`src/rtl/avalon_flash_responder_if.sv`:
```
//------------------------------------------------------------------------------
// avalon_flash_responder_if : Avalon-MM read bus between the flash initiator and the responder.
// Revision: 1.0
//------------------------------------------------------------------------------
`default_nettype none

interface avalon_flash_responder_if;
    logic [22:0] flash_mem_address;
    logic        flash_mem_read;
    logic [6:0]  flash_mem_burstcount;
    logic [3:0]  flash_mem_byteenable;
    logic        flash_mem_waitrequest;
    logic [31:0] flash_mem_readdata;
    logic        flash_mem_readdatavalid;

    modport master (
        output flash_mem_address,
        output flash_mem_read,
        output flash_mem_burstcount,
        output flash_mem_byteenable,
        input  flash_mem_waitrequest,
        input  flash_mem_readdata,
        input  flash_mem_readdatavalid
    );

    modport slave (
        input  flash_mem_address,
        input  flash_mem_read,
        input  flash_mem_burstcount,
        input  flash_mem_byteenable,
        output flash_mem_waitrequest,
        output flash_mem_readdata,
        output flash_mem_readdatavalid
    );
endinterface

`default_nettype wire

```
`src/rtl/avalon_flash_responder.sv`:
```
//------------------------------------------------------------------------------
// avalon_flash_responder : flash read responder returning address-derived burst
// data after a fixed latency. Optional LFSR stall injection: FLASH_RESP_STALL_EN.
// Revision: 1.0
//------------------------------------------------------------------------------
`default_nettype none

module avalon_flash_responder #(
    parameter int unsigned READ_LATENCY = 3,
    parameter int unsigned MAX_BURST    = 64
) (
    input  wire                             clk,
    input  wire                             RST,
    avalon_flash_responder_if.slave         flash_mem,
    input  wire                             toggle_busy,
    output logic                            cmd_error
);

    localparam logic [3:0] c_LAT_LOAD  = 4'(READ_LATENCY - 1);
    localparam logic [6:0] c_MAX_BURST = 7'(MAX_BURST);

    typedef enum logic [1:0] {
        S_IDLE   = 2'd0,
        S_LAT    = 2'd1,
        S_STREAM = 2'd2
    } state_t;

    state_t      r_state,         w_state_nxt;
    logic [22:0] r_beat_addr,     w_beat_addr_nxt;
    logic [6:0]  r_beats_left,    w_beats_left_nxt;
    logic [3:0]  r_lat_cnt,       w_lat_cnt_nxt;
    logic [31:0] r_readdata,      w_readdata_nxt;
    logic        r_readdatavalid, w_readdatavalid_nxt;
    logic        r_cmd_error,     w_cmd_error_nxt;

    logic w_stall_idle;
    logic w_stall_stream;
    logic w_waitrequest;
    logic w_accept;
    logic w_burst_legal;
    logic w_gap;
    logic w_emit;
    logic w_unused_byteenable;

    // Byte enables are part of the bus contract only; whole words are returned.
    assign w_unused_byteenable = &flash_mem.flash_mem_byteenable;

`ifdef FLASH_RESP_STALL_EN
    logic [7:0] r_lfsr;

    always_ff @(posedge clk or negedge RST) begin
        if (!RST) begin
            r_lfsr <= 8'hA5;
        end else begin
            r_lfsr <= {r_lfsr[6:0], r_lfsr[7] ^ r_lfsr[5] ^ r_lfsr[4] ^ r_lfsr[3]};
        end
    end

    assign w_stall_idle   = r_lfsr[0];
    assign w_stall_stream = &r_lfsr[1:0];
`else
    assign w_stall_idle   = 1'b0;
    assign w_stall_stream = 1'b0;
`endif

    assign w_waitrequest = (r_state != S_IDLE) | toggle_busy | ~RST | w_stall_idle;
    assign w_accept      = (r_state == S_IDLE) & flash_mem.flash_mem_read & ~w_waitrequest;
    assign w_burst_legal = (flash_mem.flash_mem_burstcount != 7'd0) &&
                           (flash_mem.flash_mem_burstcount <= c_MAX_BURST);
    assign w_gap         = toggle_busy | w_stall_stream;

    always_ff @(posedge clk or negedge RST) begin
        if (!RST) begin
            r_state         <= S_IDLE;
            r_beat_addr     <= 23'd0;
            r_beats_left    <= 7'd0;
            r_lat_cnt       <= 4'd0;
            r_readdata      <= 32'h0;
            r_readdatavalid <= 1'b0;
            r_cmd_error     <= 1'b0;
        end else begin
            r_state         <= w_state_nxt;
            r_beat_addr     <= w_beat_addr_nxt;
            r_beats_left    <= w_beats_left_nxt;
            r_lat_cnt       <= w_lat_cnt_nxt;
            r_readdata      <= w_readdata_nxt;
            r_readdatavalid <= w_readdatavalid_nxt;
            r_cmd_error     <= w_cmd_error_nxt;
        end
    end

    always_comb begin
        w_state_nxt         = r_state;
        w_beat_addr_nxt     = r_beat_addr;
        w_beats_left_nxt    = r_beats_left;
        w_lat_cnt_nxt       = r_lat_cnt;
        w_readdata_nxt      = r_readdata;
        w_readdatavalid_nxt = 1'b0;
        w_cmd_error_nxt     = r_cmd_error;
        w_emit              = 1'b0;

        unique case (r_state)
            S_IDLE: begin
                if (w_accept) begin
                    w_beat_addr_nxt  = flash_mem.flash_mem_address;
                    w_beats_left_nxt = flash_mem.flash_mem_burstcount;
                    w_lat_cnt_nxt    = c_LAT_LOAD;
                    // Illegal bursts are swallowed: no beats, sticky error.
                    if (w_burst_legal) begin
                        w_state_nxt = S_LAT;
                    end else begin
                        w_cmd_error_nxt = 1'b1;
                    end
                end
            end
            S_LAT: begin
                if (r_lat_cnt == 4'd0) begin
                    w_emit      = 1'b1;
                    w_state_nxt = (r_beats_left == 7'd1) ? S_IDLE : S_STREAM;
                end else begin
                    w_lat_cnt_nxt = r_lat_cnt - 4'd1;
                end
            end
            S_STREAM: begin
                if (!w_gap) begin
                    w_emit = 1'b1;
                    if (r_beats_left == 7'd1) begin
                        w_state_nxt = S_IDLE;
                    end
                end
            end
            default: begin
                w_state_nxt = S_IDLE;
            end
        endcase

        // Leaving on the last beat lets the next command land one edge later.
        if (w_emit) begin
            w_readdata_nxt      = {~r_beat_addr[15:0], r_beat_addr[15:0]};
            w_readdatavalid_nxt = 1'b1;
            w_beat_addr_nxt     = r_beat_addr + 23'd1;
            w_beats_left_nxt    = r_beats_left - 7'd1;
        end
    end

    assign flash_mem.flash_mem_waitrequest   = w_waitrequest;
    assign flash_mem.flash_mem_readdata      = r_readdata;
    assign flash_mem.flash_mem_readdatavalid = r_readdatavalid;
    assign cmd_error                         = r_cmd_error;

endmodule

`default_nettype wire
```
`src/flat_wrapper.sv`:
```
// flat-port wrapper written by rule: the top's interface ports become plain ports
module avalon_flash_responder_flat 
#(
    parameter int unsigned READ_LATENCY = 3,
    parameter int unsigned MAX_BURST    = 64
)
  (clk, RST, toggle_busy, cmd_error, flash_mem_flash_mem_address, flash_mem_flash_mem_read, flash_mem_flash_mem_burstcount, flash_mem_flash_mem_byteenable, flash_mem_flash_mem_waitrequest, flash_mem_flash_mem_readdata, flash_mem_flash_mem_readdatavalid);
  avalon_flash_responder_if flash_mem_i ();
  input  wire clk;
  input  wire RST;
  input  wire toggle_busy;
  output logic cmd_error;
  input wire logic [$bits(flash_mem_i.flash_mem_address)-1:0] flash_mem_flash_mem_address;
  input wire logic [$bits(flash_mem_i.flash_mem_read)-1:0] flash_mem_flash_mem_read;
  input wire logic [$bits(flash_mem_i.flash_mem_burstcount)-1:0] flash_mem_flash_mem_burstcount;
  input wire logic [$bits(flash_mem_i.flash_mem_byteenable)-1:0] flash_mem_flash_mem_byteenable;
  output wire logic [$bits(flash_mem_i.flash_mem_waitrequest)-1:0] flash_mem_flash_mem_waitrequest;
  output wire logic [$bits(flash_mem_i.flash_mem_readdata)-1:0] flash_mem_flash_mem_readdata;
  output wire logic [$bits(flash_mem_i.flash_mem_readdatavalid)-1:0] flash_mem_flash_mem_readdatavalid;
  assign flash_mem_i.flash_mem_address = flash_mem_flash_mem_address;
  assign flash_mem_i.flash_mem_read = flash_mem_flash_mem_read;
  assign flash_mem_i.flash_mem_burstcount = flash_mem_flash_mem_burstcount;
  assign flash_mem_i.flash_mem_byteenable = flash_mem_flash_mem_byteenable;
  assign flash_mem_flash_mem_waitrequest = flash_mem_i.flash_mem_waitrequest;
  assign flash_mem_flash_mem_readdata = flash_mem_i.flash_mem_readdata;
  assign flash_mem_flash_mem_readdatavalid = flash_mem_i.flash_mem_readdatavalid;
  avalon_flash_responder #(.READ_LATENCY(READ_LATENCY), .MAX_BURST(MAX_BURST)) u_core (.clk(clk), .RST(RST), .flash_mem(flash_mem_i), .toggle_busy(toggle_busy), .cmd_error(cmd_error));
endmodule
```
`config.mk`:
```
export PLATFORM = sky130hd
export DESIGN_NAME = avalon_flash_responder_flat
export DESIGN_NICKNAME = d
export VERILOG_FILES = /design/src/rtl/avalon_flash_responder_if.sv /design/src/rtl/avalon_flash_responder.sv /design/src/flat_wrapper.sv
export SDC_FILE = /design/constraint.sdc
export NUM_CORES = 1
export LEC_CHECK = 0
export CORE_AREA = 10 10 94 96
export CTS_CLUSTER_SIZE = 14
export DETAILED_ROUTE_END_ITERATION = 10
export DIE_AREA = 0 0 104 106
export DONT_BUFFER_PORTS = 1
export SLEW_MARGIN = 20
export SYNTH_ARGS = -nofsm -noshare
export SYNTH_HDL_FRONTEND = slang
export SYNTH_SLANG_ARGS = --single-unit
```
`constraint.sdc`:
```
create_clock -name clk -period 2.2 [get_ports clk]
set_input_delay 0.22 -clock clk [delete_from_list [all_inputs] [get_ports clk]]
set_output_delay 0.22 -clock clk [all_outputs]
set_load 0.05 [all_outputs]
```
==> impl_metrics.py <==
metrics = {
    "power": {
        "seq_power_share_pct": 54.1,
        "ir_drop_mv": 0.832,
        "switching_share_pct": 49.0,
        "powerDensity_mw_per_mm2": 1710,
        "comb_power_share_pct": 27.9,
        "cellLeakagePower_uw": 0.00159,
        "p_sw_uw": 2980,
        "clock_power_share_pct": 18.1,
        "p_int_uw": 3110,
    },
    "layout": {
        "drive_gt1_share_pct": 16.0,
        "n_antenna_cell": 0,
        "area_growth_pct": 16.1,
        "finalNetCount": 390,
        "final_cell_area_mm2": 0.00357,
    },
    "timing": {
        "worst_pin_slew_ns": 0.503,
        "whs_ns": 0.0132,
        "fin_ws_ns": 0.154,
        "finalSetupViolCount": 0,
        "slew_viol_final": 0,
        "layout_min_cycle_time_ns": 2.05,
        "fin_skew_ns": 0.00640,
        "timing.slew.headroom_pct": 66.4,
        "max_freq_mhz": 489,
        "finalCritPeriodShare_pct": 93.0,
        "final_hold_viol_count": 0,
    },
    "synth": {
        "synth_top_family_by_area": "simple AND/OR/NAND/NOR gates",
        "synthSimpleGateAreaFrac_pct": 26.2,
        "ys_top_cells_by_count": "nand2_1 (85), dfrtp_1 (63), o21ai_0 (29), nor2_1 (19), nor3_1 (11)",
        "synth_most_common_cell": "nand2_1",
        "synth_area_leaders": "dfrtp_1 (51%), nand2_1 (10%), o21ai_0 (4.7%), ha_1 (2.8%), nor2_1 (2.3%)",
        "synth_top_area_share_pct": 51.2,
        "yosysUniqueCellTypes": 51,
        "syn_inst": 327,
        "synth_area_per_cell_um2": 9.42,
        "synth_area_mm2": 0.00308,
        "synthXorXnorAreaFrac_pct": 0.853,
        "synth_edf_count": 0,
        "synthMuxAreaShare_pct": 0.691,
        "synth-compound-area-share_pct": 14.4,
        "ys_seq_elements": 63,
        "syn_nets": 372,
        "synthArstFlopShare_pct": 100,
        "ys_seq_area_share_pct": 51.2,
        "ys_warn_count": 0,
        "synth.largest_area_cell": "dfrtp_1",
        "ys.flop_type": "dfrtp_1",
        "synthAdderAreaFrac_pct": 2.84,
    },
    "worst_setup_path": {
        "end_kind": "flip-flop",
        "reg2reg_setup_slack_ns": 0.15,
        "crit_arrival_ns": 2.27,
        "critPathLaunch": "u_core.r_lat_cnt[0]",
        "worst-path-max-fanout": 11,
        "r2r-end": "u_core.r_beats_left[4]",
        "required_ns": 2.43,
        "setup.worst_path.end": "u_core.r_beats_left[4]",
        "path_class": "reg2reg",
        "cp-start-kind": "flip-flop",
        "ff2ff_path_depth": 8,
        "r2r_start": "u_core.r_lat_cnt[0]",
    },
    "detailed_routing": {
        "viasPerCell": 5.29,
        "vias": 2374,
        "ant_nets": 0,
        "drt_first_pass_iters": 4,
        "drt-initial-drc-count": 77,
        "wl_per_cell_um": 17.0,
        "routed_wirelength_um": 7620,
        "drc_errors": 0,
    },
    "floorplan": {
        "start_util_pct": 43.6,
        "rows": 31,
        "ios": 73,
        "fp.coreArea_mm2": 0.00706,
        "die_w_um": 104,
        "die_y_um": 106,
        "dieArea_mm2": 0.0110,
    },
    "global_route": {
        "grt_pass1_vias": 2365,
        "grt_start_max_net_pins": 64,
        "grt_pass1_wl_um": 12400,
        "antenna_found_initial": 0,
        "grtUsageTotal_pct": 13.8,
        "gr-total-overflow": 0,
    },
    "placed_design": {
        "gp_congestion": 0.738,
        "hpwl_um": 5330,
        "io_buffers": 0,
        "place_area_mm2": 0.00322,
        "dp_worst_setup_slack_ns": 0.108,
    },
    "clocking": {
        "clk_pin_slew_ns": 0.07,
        "cts_buffers": 9,
        "clock-root-buffer": "clkbuf_8",
        "cts_max_path_buffers": 2,
        "clk_latency_ns": 0.34,
        "htreeDepth": 3,
        "cts_tree": "yes",
        "cts_sinks": 63,
    },
    "job": {
        "max_cap_violations": 0,
    },
    "run_status": {
        "status": "complete, no violations",
    },
    "hold_path": {
        "hold_path_class": "in2reg",
    },
}
==> flip-flops by register name, summed over array words and instances, names as in the netlist <==
| signal | count |
|---|---|
| u_core.r_beats_left | 7 |
| u_core.r_beat_addr | 16 |
| u_core.flash_mem.flash_mem_readdatavalid | 1 |
| u_core.cmd_error | 1 |
| u_core.flash_mem.flash_mem_readdata | 32 |
| u_core.r_lat_cnt | 4 |
| u_core.r_state | 2 |
==> power by group through the flow <==
stage          Combinational (µW)  Sequential (µW)  Clock, µW
2_1_floorplan                1280             3140          0
3_3_place_gp                 1530             3320          0
3_5_place_dp                 1580             3340          0
4_1_cts                      1620             3320       1120
5_1_grt                      1960             3400       1170
6_report                     1700             3300       1100
==> cells in the final DEF (no fill, tap or decap), types with 7 or more instances in the layout <==
master | netlist | final
nand2_1 | 85 | 84
nor3_1 | 11 | 11
buf_4 | 1 | 16
dfrtp_1 | 63 | 63
nand3_1 | 10 | 10
o21ai_0 | 29 | 29
ha_1 | 7 | 7
clkbuf_8 | 0 | 9
inv_1 | 9 | 8
nor2_1 | 19 | 19
==> per-stage QoR <==
| step | instances | power [µW] | setup TNS, ns | util [%] |
|---|---|---|---|---|
| final | 449 | 6090 | 0 | 50.6 |
| after global placement | 421 | 4860 | 0 | 45.6 |
| after CTS | 440 | 6060 | 0 | 49.3 |
| after global routing | 449 | 6530 | -0.0204 | 50.6 |
| after detailed placement | 421 | 4930 | 0 | 45.6 |
| after floorplan | 327 | 4420 | 0 | - |
==> routing by layer <==
layer | track usage (%) | share of wire (%)
met5 | 0 | 0
met4 | 5.96 | 1.5
met3 | 4.89 | 6.9
met2 | 21.9 | 48
met1 | 16.7 | 43
==> cells by family (layout without fill, tap and decap cells) <==
group / Yosys count / in the layout
and+or+nand+nor: 162 / 162
AOI/OAI and AO/OA: 66 / 66
DFF: 63 / 63
buffers and inverters: 24 / 47
adders and majority gates: 7 / 7
xor gates and xnor gates: 3 / 3
muxes: 2 / 2
==> worst min path at each step <==
stage	start	to	slack, ns	depth (start not counted)
global placement	RST	u_core.r_lat_cnt[1]	-0.07	0
global route	flash_mem_flash_mem_burstcount[2]	u_core.r_beats_left[2]	0.03	2
floorplan	RST	u_core.cmd_error	-0.08	0
finish	flash_mem_flash_mem_burstcount[2]	u_core.r_beats_left[2]	0.01	2
detailed placement	RST	u_core.flash_mem.flash_mem_readdata[10]	-0.07	0
CTS	flash_mem_flash_mem_burstcount[2]	u_core.r_beats_left[2]	0.001	2
==> repair_timing <==
| item | 4_1_cts | 5_1_grt |
|---|---|---|
| setup endpoints to repair | 0 | 19 |
| gates resized for setup | 0 | 4 |
| hold buffers | 3 | 0 |
| endpoints found under the hold margin | 64 | 0 |
| buffers inserted | 0 | 9 |
==> critical path, cell delays in order, from the launching register on <==
cell	delay (ns)
dfrtp_1	0.38
inv_1	0.08
ha_1	0.24
and4bb_4	0.24
o21ai_4	0.28
buf_4	0.17
buf_4	0.16
o21ai_0	0.09
a221o_1	0.29
==> cell type report <==
class                           instances  area [µm²]
Clock inverter                          6        85.1
Clock buffer                           10         128
Tap cell                               99         124
Multi-Input combinational cell        240        1400
Fill cell                             667        3490
Timing Repair Buffer                   22         228
Inverter                                9        37.5
Sequential cell                        63        1580
No activity file was read; power rests on OpenSTA's default activity.
